## src/rtl/key_entry_controller.sv

```systemverilog
// Turns qualified PS/2 key presses into a buffered 4-digit BCD entry and
// offers a completed entry downstream through a valid/ready handshake.
module key_entry_controller (
  input  logic         clk,
  input  logic         rst,
  input  logic         key_valid,
  input  logic [8:0]   last_change,
  input  logic [511:0] key_down,
  input  logic         out_ready,
  output logic [15:0]  digits,
  output logic [2:0]   digit_count,
  output logic         commit_valid,
  output logic [15:0]  commit_value
);

  typedef enum logic [1:0] {
    IDLE  = 2'd0,
    ENTRY = 2'd1,
    FULL  = 2'd2,
    HOLD  = 2'd3
  } state_t;

  typedef struct packed {
    logic       is_digit;
    logic [3:0] dval;
    logic       is_bs;
    logic       is_esc;
    logic       is_ent;
  } key_t;

  state_t     state;
  logic       held;
  logic [8:0] held_code;
  logic       accept;
  key_t       key;

  // Repeats are rejected by the registered held flag, so a press landing on
  // the same edge that clears held still loses.
  assign accept = key_valid && key_down[last_change] && !held && (state != HOLD);

  always_comb begin
    key = '0;
    case (last_change)
      9'h045: begin key.is_digit = 1'b1; key.dval = 4'd0; end
      9'h016: begin key.is_digit = 1'b1; key.dval = 4'd1; end
      9'h01E: begin key.is_digit = 1'b1; key.dval = 4'd2; end
      9'h026: begin key.is_digit = 1'b1; key.dval = 4'd3; end
      9'h025: begin key.is_digit = 1'b1; key.dval = 4'd4; end
      9'h02E: begin key.is_digit = 1'b1; key.dval = 4'd5; end
      9'h036: begin key.is_digit = 1'b1; key.dval = 4'd6; end
      9'h03D: begin key.is_digit = 1'b1; key.dval = 4'd7; end
      9'h03E: begin key.is_digit = 1'b1; key.dval = 4'd8; end
      9'h046: begin key.is_digit = 1'b1; key.dval = 4'd9; end
      9'h066: key.is_bs  = 1'b1;
      9'h076: key.is_esc = 1'b1;
      9'h05A, 9'h15A: key.is_ent = 1'b1;
      default: key = '0;
    endcase
  end

  always_ff @(posedge clk or posedge rst) begin
    if (rst) begin
      state        <= IDLE;
      digits       <= 16'h0000;
      digit_count  <= 3'd0;
      commit_valid <= 1'b0;
      commit_value <= 16'h0000;
      held         <= 1'b0;
      held_code    <= 9'h000;
    end else begin
      if (accept) begin
        held      <= 1'b1;
        held_code <= last_change;
      end else if (!key_down[held_code]) begin
        held <= 1'b0;
      end

      case (state)
        HOLD: begin
          if (out_ready) begin
            state        <= IDLE;
            digits       <= 16'h0000;
            digit_count  <= 3'd0;
            commit_valid <= 1'b0;
          end
        end
        default: begin
          if (accept) begin
            if (key.is_digit && state != FULL) begin
              digits      <= {digits[11:0], key.dval};
              digit_count <= digit_count + 3'd1;
              state       <= (digit_count == 3'd3) ? FULL : ENTRY;
            end else if (key.is_bs && state != IDLE) begin
              digits      <= {4'h0, digits[15:4]};
              digit_count <= digit_count - 3'd1;
              state       <= (digit_count == 3'd1) ? IDLE : ENTRY;
            end else if (key.is_esc) begin
              digits      <= 16'h0000;
              digit_count <= 3'd0;
              state       <= IDLE;
            end else if (key.is_ent && state != IDLE) begin
              commit_value <= digits;
              commit_valid <= 1'b1;
              state        <= HOLD;
            end
          end
        end
      endcase
    end
  end

endmodule

```

## config.mk

```make
export PLATFORM = sky130hd
export DESIGN_NAME = key_entry_controller
export DESIGN_NICKNAME = d
export VERILOG_FILES = /design/src/rtl/key_entry_controller.sv
export SDC_FILE = /design/constraint.sdc
export NUM_CORES = 1
export LEC_CHECK = 0
export CAP_MARGIN = 20
export CORE_AREA = 5 5 212 214
export DETAILED_ROUTE_END_ITERATION = 7
export DIE_AREA = 0 0 217 219
export SETUP_SLACK_MARGIN = 0.02
export SYNTH_ARGS = -nofsm -noshare
export SYNTH_HDL_FRONTEND = slang
export SYNTH_SLANG_ARGS = --single-unit
```

## constraint.sdc

```tcl
create_clock -name clk -period 3.2 [get_ports clk]
set_input_delay 0.32 -clock clk [delete_from_list [all_inputs] [get_ports clk]]
set_output_delay 0.32 -clock clk [all_outputs]
set_load 0.03 [all_outputs]
```

After elaboration in Yosys (flattened, before gate mapping)
Cells that the tools add are included.

Output and inout bits: 36. Memory bits (read-only): 0. Input bits: 525. Logic and storage cells: 94. Register bits: 48. Latch bits: 0. Bits in writable memories: 0. Memories kept: 0.

Reductions and logical operators: 17. Shift operators: 0. Muxes and demuxes: 38. Equal/unequal tests: 24. Divide/modulo/power cells: 0. $mul: 0. Bitwise operators: 4. Add/sub/neg operators: 2. Magnitude comparators: 2.

Operators with widths (count): $mux 16 (6); $eq 9x6->1 const B (6); $pmux 5 s10 (1); $eq 9x7->1 const B (5); $lt 9x10->1 const B (2); $bmux 1 s9 (2); $eq 9x5->1 const B (2); $mux 3 (6); $mux 2 (8); $mux 1 (15); $reduce_and 6->1 (2); $eq 9x9->1 const B (1); $ne 2x2->1 const B (4); $logic_and 1x1->1 (6); $ne 2x1->1 const B (3); $reduce_and 3->1 (2); $reduce_bool 2->1 (3); $reduce_bool 5->1 (1); $not 1->1 (4); $reduce_bool 4->1 (1); $add 3x1->3 const B (1); $eq 3x1->1 const B (1); $eq 3x2->1 const B (1); $sub 3x1->3 const B (1); 3 further kinds (3).

Depth between registers and ports, before layout
Depth in word-level cells: 10. Depth in mapped cells: 14. Gate-level depth less buffers: 8.

Worst setup path before layout
Ideal clock, no wire load.

Kind: flip-flop to flip-flop. Start: register held_code[0]. End: register held. Required time: 3062 ps. Path buffers: 2. Slack: 224 ps. Setup time: 138 ps. Cell stages (with the launch flop): 10. Data arrival time: 2838 ps. Clock period less this slack: 2976 ps. Cells stage by stage: dfrtp_1 > clkbuf_1 > buf_1 > mux4_2 > mux4_2 > a22oi_1 > nand2_1 > a211o_1 > nand2_1 > o221ai_1.

Word-level cells in the longest chain between the ends: 3.

Ends and longest elaborated chain: start: declaration (RTL line 33) `logic [8:0] held_code;`; start signal: assignment (RTL line 73) `held_code <= last_change;`; $bmux 1 s9 (RTL line 74) `end else if (!key_down[held_code]) begin`; $mux 1 (not written as such) (RTL line 74); $ne 2x2->1 (no source line); end signal: assignment (RTL line 68) `held <= 1'b0;`; end signal: assignment (RTL line 72) `held <= 1'b1;`; end signal: assignment (RTL line 75) `held <= 1'b0;`; end: declaration (RTL line 32) `logic held;`.

No other way between the ends. The select of a mux whose other input is x is not followed. A chain may end at the register's enable or synchronous reset.

Worst setup path in the final report
Start: input port key_down[352]. End: register commit_value[11].

Word-level cells in the longest chain between the ends: 6.

Ends and longest elaborated chain: start: declaration (RTL line 8) `input logic [511:0] key_down,`; $bmux 1 s9 (RTL line 39) `assign accept = key_valid && key_down[last_change] && !held && (state != HOLD);`; $mux 1 (not written as such) (RTL line 39); $logic_and 1x1->1 (3 in series) (RTL line 39); $reduce_and 6->1 (no source line); end signal: assignment (RTL line 102) `commit_value <= digits;`; end: declaration (RTL line 13) `output logic [15:0] commit_value`.

No other way between the ends. The select of a mux whose other input is x is not followed.

==> results.sh <==
export IMPL_r2r_start="held_code[0]"
export IMPL_initial_utilization_pct=26.42
export IMPL_path_clk_slew_ns=0.07
export IMPL_drv_slew=0
export IMPL_setup_tns_ns=0
export IMPL_cp_arrival_ns=3.30
export IMPL_maxSlewHeadroom_pct=49.16
export IMPL_wirelength_mm=63.26
export IMPL_fp_dieW_um=217
export IMPL_wl_per_cell_um=30.01
export IMPL_yosys_warnings=0
export IMPL_drtAntennaViolNets=0
export IMPL_drtIter0Drc=837
export IMPL_cts_made_buffers=5
export IMPL_groute_usage_overall_pct=25.41
export IMPL_via_count=12095
export IMPL_dr_wl_met2_mm=31.33
export IMPL_seq_area_frac_synth_pct=10.65
export IMPL_setup_viol=0
export IMPL_utilization_pct=44.78
export IMPL_fin_crit_ns=3.119
export IMPL_syn_area_per_cell_sq_um=12.73
export IMPL_p_leak_uw=0.007364
export IMPL_grt_pass1_wl_mm=89.31
export IMPL_cts_tree="done"
export IMPL_power_density_nw_per_um2=455.3
export IMPL_synth_enable_flop_cells=0
export IMPL_core_area_sq_um=42700
export IMPL_clock_fmax_ghz=0.3206
export IMPL_cts_max_path_buffers=2
export IMPL_synth_nets=1415
export IMPL_drcViolationCount=0
export IMPL_startpoint="key_down[352]"
export IMPL_grt_setup_unrepaired="true"
export IMPL_cts_num_sinks=48
export IMPL_gr_total_overflow=0
export IMPL_pin_count=561
export IMPL_ys_flop_type="dfrtp_1"
export IMPL_grt_max_degree=79
export IMPL_cts_root_buf="clkbuf_16"
export IMPL_required_ns=3.38
export IMPL_synth_cells=886
export IMPL_finalNonFillerCells=2108
export IMPL_ys_seq_elements=48
export IMPL_p_total_uw=8706
export IMPL_outcome="finished clean"
export IMPL_netlist_area_sq_um=11280
export IMPL_clk_latency_ns=0.29
export IMPL_async_reset_ff_share_pct=100.0
export IMPL_fp_dieH_um=219
export IMPL_fin_crit_sh_pct=97.48
export IMPL_dieArea_sq_um=47520
export IMPL_fin_nets=2081
export IMPL_hold_violations=0
export IMPL_ir_drop_mv=0.3904
export IMPL_crit_fanout=7
export IMPL_synth_cell_types=71
export IMPL_htree_levels=2
export IMPL_route_top_layer_used="met5"
export IMPL_dp_cells=2075
export IMPL_start_kind="primary input"
export IMPL_worst_pin_slew_ns=0.7615
export IMPL_fill_cells=3983
export IMPL_endpoint_kind="flip-flop"
export IMPL_via_per_inst=5.738
export IMPL_dp_hpwl_mm=54.03
export IMPL_maxCapViolations=0
export IMPL_drive_gt1_share_pct=33.48
export IMPL_met3_length_mm=5.429
export IMPL_antenna_found_initial=16
export IMPL_numPortBuffers=560
export IMPL_critPathKind="primary input to flip-flop"
export IMPL_fin_area_sq_um=19120
export IMPL_area_delta_synth_final_pct=69.52
export IMPL_firstDrtPassIters=5
export IMPL_fp_row_count=76
export IMPL_grt_pass1_vias=13241
export IMPL_hp_class="primary input to async pin"
export IMPL_placed_cell_area_sq_um=18700
export IMPL_wl_met1_mm=24.39
export IMPL_finClkSkew_ns=0.003650
export IMPL_place_congestion=0.9460
-- area by class of cell --
| class | count | area [sq um] | share of cell area, % |
|---|---|---|---|
| antenna | 9 | 22.52 | 0.1178 |
| clock buffer | 5 | 125.1 | 0.6544 |
| clock inverter | 3 | 47.55 | 0.2487 |
| inverter | 13 | 48.80 | 0.2552 |
| multi-input combinational | 724 | 9404 | 49.18 |
| sequential | 48 | 1214 | 6.347 |
| tap | 546 | 683.2 | 3.573 |
| timing repair buffer | 760 | 7576 | 39.62 |
-- layout by cell type, fill, tap and decap left out, drive strengths merged, types with 5 or more instances in the layout --
cell type and instances:
a21oi 19, a22oi 57, nand2b 6, dlymetal6s2s 10, nor2 37, nand2 33, diode 9, o211ai 7
o21ai 8, mux2i 118, mux4 245, nand3 19, mux2 45, dfrtp 48, nor2b 13, nor3 15
clkdlybuf4s50 539, a31oi 11, o22ai 5, buf 205, dlygate4sd2 6, inv 13, or2 5, and2 8
clkbuf 5, a22o 8, a211oi 6, nand4 8
-- timing repair --
action | CTS | global route
setup endpoints to repair | 46 | 47
pin swaps | 4 | 9
hold endpoints to repair | 0 | 0
buffers inserted | 7 | 9
resized for setup | 16 | 25
hold buffers | 0 | 0
-- worst max-delay path: stages --
cell and delay, ns:
clkdlybuf4s50_1 0.49, mux4_2 0.49, mux2i_1 0.33, nor2_1 0.10
a31oi_1 0.34, a311o_1 0.26, o211ai_1 0.17, buf_4 0.19
nand4_4 0.13, buf_12 0.14, mux2_2 0.33
-- registers in the layout, summed over array words and instances, names as in the netlist --
register      cells
state             2
held              1
held_code         9
commit_valid      1
commit_value     16
digits           16
digit_count       3
-- cell usage after synthesis (17+ instances only) --
master / number / share of area [%]
mux2i_1: 118 / 10
a22oi_1: 57 / 3.8
nor2_1: 36 / 1.2
dfrtp_1: 48 / 11
buf_2: 17 / 0.75
nand3_1: 19 / 0.84
nand2_1: 33 / 1.1
buf_6: 18 / 1.8
mux2_4: 18 / 2.4
buf_1: 19 / 0.63
clkbuf_1: 31 / 1.0
mux4_2: 236 / 47
a21oi_1: 19 / 0.84
-- where the power goes --
group	switching, uW	total, uW	internal (uW)
combinational	3070	7110	4030
sequential	276	985	709
clock	243	615	372
total	3590	8710	5110
-- cell families after synthesis --
family	synth area share [%]
AOI/OAI and AO/OA	9.873
xor gates and xnor gates	0.1553
adders and majority gates	0.4437
buffers and inverters	6.578
DFF	10.65
muxes	64.78
and+or+nand+nor	7.521
-- stage by stage --
stage | hold slack (ns) | setup WS (ns)
after floorplan | 0.4685 | 0.2243
after global placement | 0.4935 | -0.5427
after detailed placement | 0.4957 | -0.5577
after CTS | 0.5121 | 0.02066
after global routing | 0.5307 | 0.01429
final | 0.4879 | 0.08054
-- final timing paths --
path,depth (start not counted),endpoint,slack (ns)
max in group asynchronous,3,commit_value[5],1.97
worst min register to register,1,commit_value[5],0.51
worst max register to register,8,held,0.24
worst min-delay path,2,held_code[0],0.49
min in group clk,1,commit_value[5],0.51
worst max-delay path,11,commit_value[11],0.08
-- routing by layer --
layer | track usage [%] | vias to the layer above
li1 | - | 5192
met1 | 31.33 | 6137
met2 | 43.73 | 642
met3 | 6.911 | 110
met4 | 7.647 | 14
met5 | 0 | -
Power figures use the tool's default switching activity.
